==> src/rtl/tl_slave_port_arbiter.sv <==
// tl_slave_port_arbiter
// Shares the tile's TileLink-UL slave port between two external requesters (r0, r1).
// The A channel is arbitrated round-robin with a zero-latency combinational path. The
// requester index is prepended to the A source so D responses can be routed back by source MSB.
// Per-requester outstanding counters bound how many A requests each side may have in flight.
//
// Ports
//   clock, reset                   clock and synchronous active-high reset
//   r{0,1}_a_valid/ready/bits      requester A channels (117-bit bits, 4-bit source)
//   r{0,1}_d_valid/ready/bits      requester D channels (79-bit bits, 4-bit source)
//   t_a_valid/ready/bits           tile A channel (118-bit bits, 5-bit source)
//   t_d_valid/ready/bits           tile D channel (80-bit bits, 5-bit source)
//   busy                           registered: any outstanding count nonzero
//   err_unexp_d                    one-cycle pulse: D response for a requester with count 0
module tl_slave_port_arbiter #(
  parameter int unsigned MAX_OUTST = 4,
  parameter int unsigned SRC_W     = 4
) (
  input  logic                clock,
  input  logic                reset,
  input  logic                r0_a_valid,
  output logic                r0_a_ready,
  input  logic [113+SRC_W-1:0] r0_a_bits,
  output logic                r0_d_valid,
  input  logic                r0_d_ready,
  output logic [75+SRC_W-1:0] r0_d_bits,
  input  logic                r1_a_valid,
  output logic                r1_a_ready,
  input  logic [113+SRC_W-1:0] r1_a_bits,
  output logic                r1_d_valid,
  input  logic                r1_d_ready,
  output logic [75+SRC_W-1:0] r1_d_bits,
  output logic                t_a_valid,
  input  logic                t_a_ready,
  output logic [114+SRC_W-1:0] t_a_bits,
  input  logic                t_d_valid,
  output logic                t_d_ready,
  input  logic [76+SRC_W-1:0] t_d_bits,
  output logic                busy,
  output logic                err_unexp_d
);

  localparam int unsigned AW        = 113 + SRC_W;
  localparam int unsigned TDW       = 76 + SRC_W;
  // Bit position of the source field LSB within A bits and D bits respectively.
  localparam int unsigned A_SRC_LSB = 104;
  localparam int unsigned D_SRC_LSB = 67;
  localparam logic [3:0]  MAX_CNT   = 4'(MAX_OUTST);

  logic       r_out_en;
  logic       r_rr_ptr;
  logic       r_lock;
  logic       r_lock_idx;
  logic [3:0] r_cnt0;
  logic [3:0] r_cnt1;
  logic       r_busy;
  logic       r_err;

  logic          w_en;
  logic          w_room0;
  logic          w_room1;
  logic          w_elig0;
  logic          w_elig1;
  logic          w_g;
  logic          w_t_a_valid;
  logic [AW-1:0] w_ga_bits;
  logic          w_a_fire;
  logic          w_a_fire0;
  logic          w_a_fire1;
  logic          w_sel;
  logic          w_d_fire;
  logic          w_d_fire0;
  logic          w_d_fire1;
  logic          w_lock_req_valid;
  logic [3:0]    w_cnt0_d;
  logic [3:0]    w_cnt1_d;
  logic          w_err_d;

  // Handshake outputs stay low during reset and for the first cycle after it.
  assign w_en = r_out_en & ~reset;

  assign w_room0 = (r_cnt0 < MAX_CNT);
  assign w_room1 = (r_cnt1 < MAX_CNT);
  assign w_elig0 = r0_a_valid & w_room0;
  assign w_elig1 = r1_a_valid & w_room1;

  always_comb begin
    w_g = r_rr_ptr;
    if (r_lock) begin
      w_g = r_lock_idx;
    end else if (w_elig0 && w_elig1) begin
      w_g = r_rr_ptr;
    end else if (w_elig1) begin
      w_g = 1'b1;
    end else if (w_elig0) begin
      w_g = 1'b0;
    end
  end

  assign w_t_a_valid = w_en & (w_g ? w_elig1 : w_elig0);
  assign w_ga_bits   = w_g ? r1_a_bits : r0_a_bits;

  assign t_a_valid = w_t_a_valid;
  assign t_a_bits  = {w_ga_bits[AW-1:A_SRC_LSB+SRC_W], w_g, w_ga_bits[A_SRC_LSB+SRC_W-1:0]};

  // A requester at its outstanding limit never sees ready, even if it holds the grant.
  assign r0_a_ready = w_en & ~w_g & w_room0 & t_a_ready;
  assign r1_a_ready = w_en &  w_g & w_room1 & t_a_ready;

  assign w_a_fire  = w_t_a_valid & t_a_ready;
  assign w_a_fire0 = w_a_fire & ~w_g;
  assign w_a_fire1 = w_a_fire &  w_g;

  // D path: source MSB names the requester the response belongs to.
  assign w_sel      = t_d_bits[D_SRC_LSB+SRC_W];
  assign r0_d_valid = w_en & t_d_valid & ~w_sel;
  assign r1_d_valid = w_en & t_d_valid &  w_sel;
  assign t_d_ready  = w_en & (w_sel ? r1_d_ready : r0_d_ready);
  assign r0_d_bits  = {t_d_bits[TDW-1:D_SRC_LSB+SRC_W+1], t_d_bits[D_SRC_LSB+SRC_W-1:0]};
  assign r1_d_bits  = {t_d_bits[TDW-1:D_SRC_LSB+SRC_W+1], t_d_bits[D_SRC_LSB+SRC_W-1:0]};

  assign w_d_fire  = w_en & t_d_valid & t_d_ready;
  assign w_d_fire0 = w_d_fire & ~w_sel;
  assign w_d_fire1 = w_d_fire &  w_sel;

  assign w_lock_req_valid = r_lock_idx ? r1_a_valid : r0_a_valid;

  // Simultaneous A and D fire for one requester cancel out; decrement saturates at zero.
  always_comb begin
    w_cnt0_d = r_cnt0;
    if (w_a_fire0 && !w_d_fire0) begin
      if (r_cnt0 < MAX_CNT) w_cnt0_d = r_cnt0 + 4'd1;
    end else if (w_d_fire0 && !w_a_fire0) begin
      if (r_cnt0 != 4'd0) w_cnt0_d = r_cnt0 - 4'd1;
    end
  end

  always_comb begin
    w_cnt1_d = r_cnt1;
    if (w_a_fire1 && !w_d_fire1) begin
      if (r_cnt1 < MAX_CNT) w_cnt1_d = r_cnt1 + 4'd1;
    end else if (w_d_fire1 && !w_a_fire1) begin
      if (r_cnt1 != 4'd0) w_cnt1_d = r_cnt1 - 4'd1;
    end
  end

  assign w_err_d = (w_d_fire0 && (r_cnt0 == 4'd0)) || (w_d_fire1 && (r_cnt1 == 4'd0));

  always_ff @(posedge clock) begin
    if (reset) begin
      r_out_en   <= 1'b0;
      r_rr_ptr   <= 1'b0;
      r_lock     <= 1'b0;
      r_lock_idx <= 1'b0;
      r_cnt0     <= 4'd0;
      r_cnt1     <= 4'd0;
      r_busy     <= 1'b0;
      r_err      <= 1'b0;
    end else begin
      r_out_en <= 1'b1;
      r_cnt0   <= w_cnt0_d;
      r_cnt1   <= w_cnt1_d;
      r_busy   <= (w_cnt0_d != 4'd0) || (w_cnt1_d != 4'd0);
      r_err    <= w_err_d;
      if (w_a_fire) begin
        r_lock   <= 1'b0;
        r_rr_ptr <= ~w_g;
      end else if (w_t_a_valid) begin
        // Stalled: pin the grant so t_a_bits stay stable until the tile accepts.
        r_lock     <= 1'b1;
        r_lock_idx <= w_g;
      end else if (r_lock && !w_lock_req_valid) begin
        // Locked requester withdrew its request; release the grant.
        r_lock <= 1'b0;
      end
    end
  end

  assign busy        = r_busy;
  assign err_unexp_d = r_err;

endmodule
==> config.mk <==
export PLATFORM = sky130hd
export DESIGN_NAME = tl_slave_port_arbiter
export DESIGN_NICKNAME = d
export VERILOG_FILES = /design/src/rtl/tl_slave_port_arbiter.sv
export SDC_FILE = /design/constraint.sdc
export NUM_CORES = 1
export LEC_CHECK = 0
export ABC_AREA = 1
export CAP_MARGIN = 20
export CORE_AREA = 2 2 234 236
export CTS_CLUSTER_SIZE = 30
export DETAILED_ROUTE_END_ITERATION = 12
export DIE_AREA = 0 0 236 238
export SYNTH_ARGS = -nofsm -noshare
export SYNTH_HDL_FRONTEND = slang
export SYNTH_SLANG_ARGS = --single-unit
==> constraint.sdc <==
create_clock -name clock -period 4.9 [get_ports clock]
set_clock_uncertainty 0.15 [all_clocks]
set_input_delay 0.735 -clock clock [delete_from_list [all_inputs] [get_ports clock]]
set_output_delay 0.735 -clock clock [all_outputs]
set_load 0.05 [all_outputs]
==> reports/results.ini <==
[global_routing]
grt_max_degree=64
antenna_found_initial=2
grt_pass1_wl_mm=35.50
grt_pass1_vias=4531
grt_use_total_pct=9.018
grt-ovfl-total=0

[clock_tree]
cts.clk_slew.worst_paths_ns=0.05
cts_max_level=1
cts_tree=built
cts_buffers=3
cts-root-buf=clkbuf_16
cts.repair.resized=0
cts_buffer_depth=2
ctsHoldBuffers=0
numClockSinks=14
worstSkewPairLatency_ns=0.25
postCtsSetupBuffers=0

[route]
wl_mm=26.78
vias=4631
drc=0
detail-route-antenna-nets=0
vias_per_cell=2.916
wl_per_cell_um=16.87
drt-pass1-iter-count=7
drtIter0Drc=197

[placement]
dp_cells=1582
place_congestion=0.8343
place_ws_ns=1.067
place.detailed.hpwl_mm=24.38
port_buffers=368

[job]
cap_violations=0

[timing]
period_share_pct=77.57
tightest_slew_ns=0.7113
rsz0062_at_grt=no
drv_slew=0
finalSetupViolCount=0
finalSetupTns_ns=0
hold_violations=0
fin_ws_ns=1.099
period_needed_ns=3.801
max_slew_margin_pct=52.58
fmax_mhz=263.1

[synth]
ys.flop_type=dfxtp_1
synth.avg_cell_area_sq_um=5.275
netlist_area_sq_um=3687
synth_edf_count=0
syn_nets=1025
yosys_register_bits=14
ys_warn_count=0
synth_cells=699
yosys.cell_types.count=27
async_reset_ff_share_pct=0
yosysSeqAreaShare_pct=7.601

[power_and_ir_drop]
switching_power_uw=737.6
power_density_nw_per_um2=193.5
sequentialPowerShare_pct=8.1
p_clk_share_pct=12.0
power_frac_comb_pct=79.9
internal-power_uw=748.8
swShare_pct=49.62
total_power_mw=1.486
p_leak_nw=3.492
ir_worst_vdd_v=0.00009002

[cells_and_area]
final_cells=1588
layout.nets=1217
mostFrequentLayoutCell=nand2_1
syn2layout_area_growth_pct=108.3
drive_gt1_share_pct=16.85
layout_common_cells=nand2_1, clkdlybuf4s50_1, buf_12

[setup_path]
r2r_slack_ns=2.32
rr_worst_depth=15
r2r-end=busy
critPathKind=in2out
startpoint=r0_a_valid
crit_path_end_kind=output port
arrival_ns=2.92
crit_required_ns=4.01
critPathMaxFanout=62
reg2reg_from=r_cnt0[3]
startpoint_type=input pin

[floorplan]
initial_core_util_pct=6.893
dieHeight_um=238
die_w_um=236
rows=85
fp.dieArea_sq_um=56170
pin_count=606
core_region_area_sq_um=53500

[hold_path]
worstHoldPathType=reg2reg
min_from=r_lock
holdPathStages=2
min_to=r_lock

[run_status]
status=finished clean

==> area by class of cell <==
cell class / instances / area (sq um)
inverters: 30 / 115.1
clock buffers: 4 / 88.84
repair buffers: 373 / 4317
diodes: 2 / 5.005
well taps: 696 / 870.8
flip-flops and latches: 14 / 280.3
multi-input cells: 469 / 2004
fillers: 6161 / 45810
==> synth_stat cells, types with 5 or more instances <==
cell,count,area share [%]
nand4_1,6,1.0
nor2_1,17,1.7
nand3_2,5,1.4
inv_1,27,2.7
buf_4,159,32
nand3_1,16,2.2
nand2_1,387,39
a21oi_1,6,0.81
clkbuf_1,20,2.0
nor2_4,5,1.5
dfxtp_1,14,7.6
o21ai_0,6,0.81
==> metrics by stage <==
| stage | util (%) | hold slack [ns] | instance area, sq um |
|---|---|---|---|
| 6_report | 14.36 | 0.4030 | 7681 |
| 4_1_cts | 14.35 | 0.4068 | 7676 |
| 3_5_place_dp | 14.18 | 0.3981 | 7587 |
| 3_3_place_gp | 14.18 | 0.4032 | 7587 |
| 2_1_floorplan | - | 0.3482 | 3687 |
| 5_1_grt | 14.35 | 0.4491 | 7676 |
==> sequential cells by signal (all words and copies together), names as in the netlist <==
register	count
r_cnt0	4
r_cnt1	4
busy	1
err_unexp_d	1
r_lock	1
r_lock_idx	1
r_out_en	1
r_rr_ptr	1
==> power groups by stage <==
stage	Sequential (mW)	Combinational [mW]	Clock, mW
2_1_floorplan	0.126	0.883	0
3_3_place_gp	0.123	1.21	0
3_5_place_dp	0.123	1.21	0
4_1_cts	0.121	1.22	0.178
5_1_grt	0.121	1.26	0.184
6_report	0.121	1.19	0.178
==> critical path, cell delays in order <==
cell,delay [ns]
clkdlybuf4s50_1,0.45
nand2_2,0.10
nand2_1,0.06
nand2_2,0.07
nand2_4,0.08
nand2_8,0.14
buf_4,0.55
nand2_1,0.29
nand2_1,0.14
buf_4,0.20
==> layer usage <==
metal	part of all wire, %	vias to the layer above	wire length [um]	global-route usage [%]
li1	-	2327	-	-
met1	38	1863	10140	10.12
met2	47	387	12480	15.06
met3	13	50	3611	4.882
met4	1.7	4	453	1.621
met5	0.33	-	89	0.9524
==> worst max path at each step <==
stage	endpoint	slack [ns]	depth (start not counted)
floorplan	r0_a_ready	1.29	7
global placement	t_a_bits[80]	1.03	10
detailed placement	t_a_bits[79]	1.07	10
CTS	t_a_bits[79]	1.06	10
global route	t_a_bits[70]	0.86	10
finish	t_a_bits[70]	1.10	10
==> cells by family after synthesis <==
| group | count (synthesis) | share of synthesized area (%) |
|---|---|---|
| compound gates | 15 | 2.240 |
| fa+ha+maj | 4 | 1.357 |
| flops | 14 | 7.601 |
| simple gates | 447 | 49.75 |
| mux | 1 | 0.3054 |
| buf+inv | 216 | 38.28 |
| xor+xnor | 2 | 0.4751 |
Power figures use the tool's default switching activity.
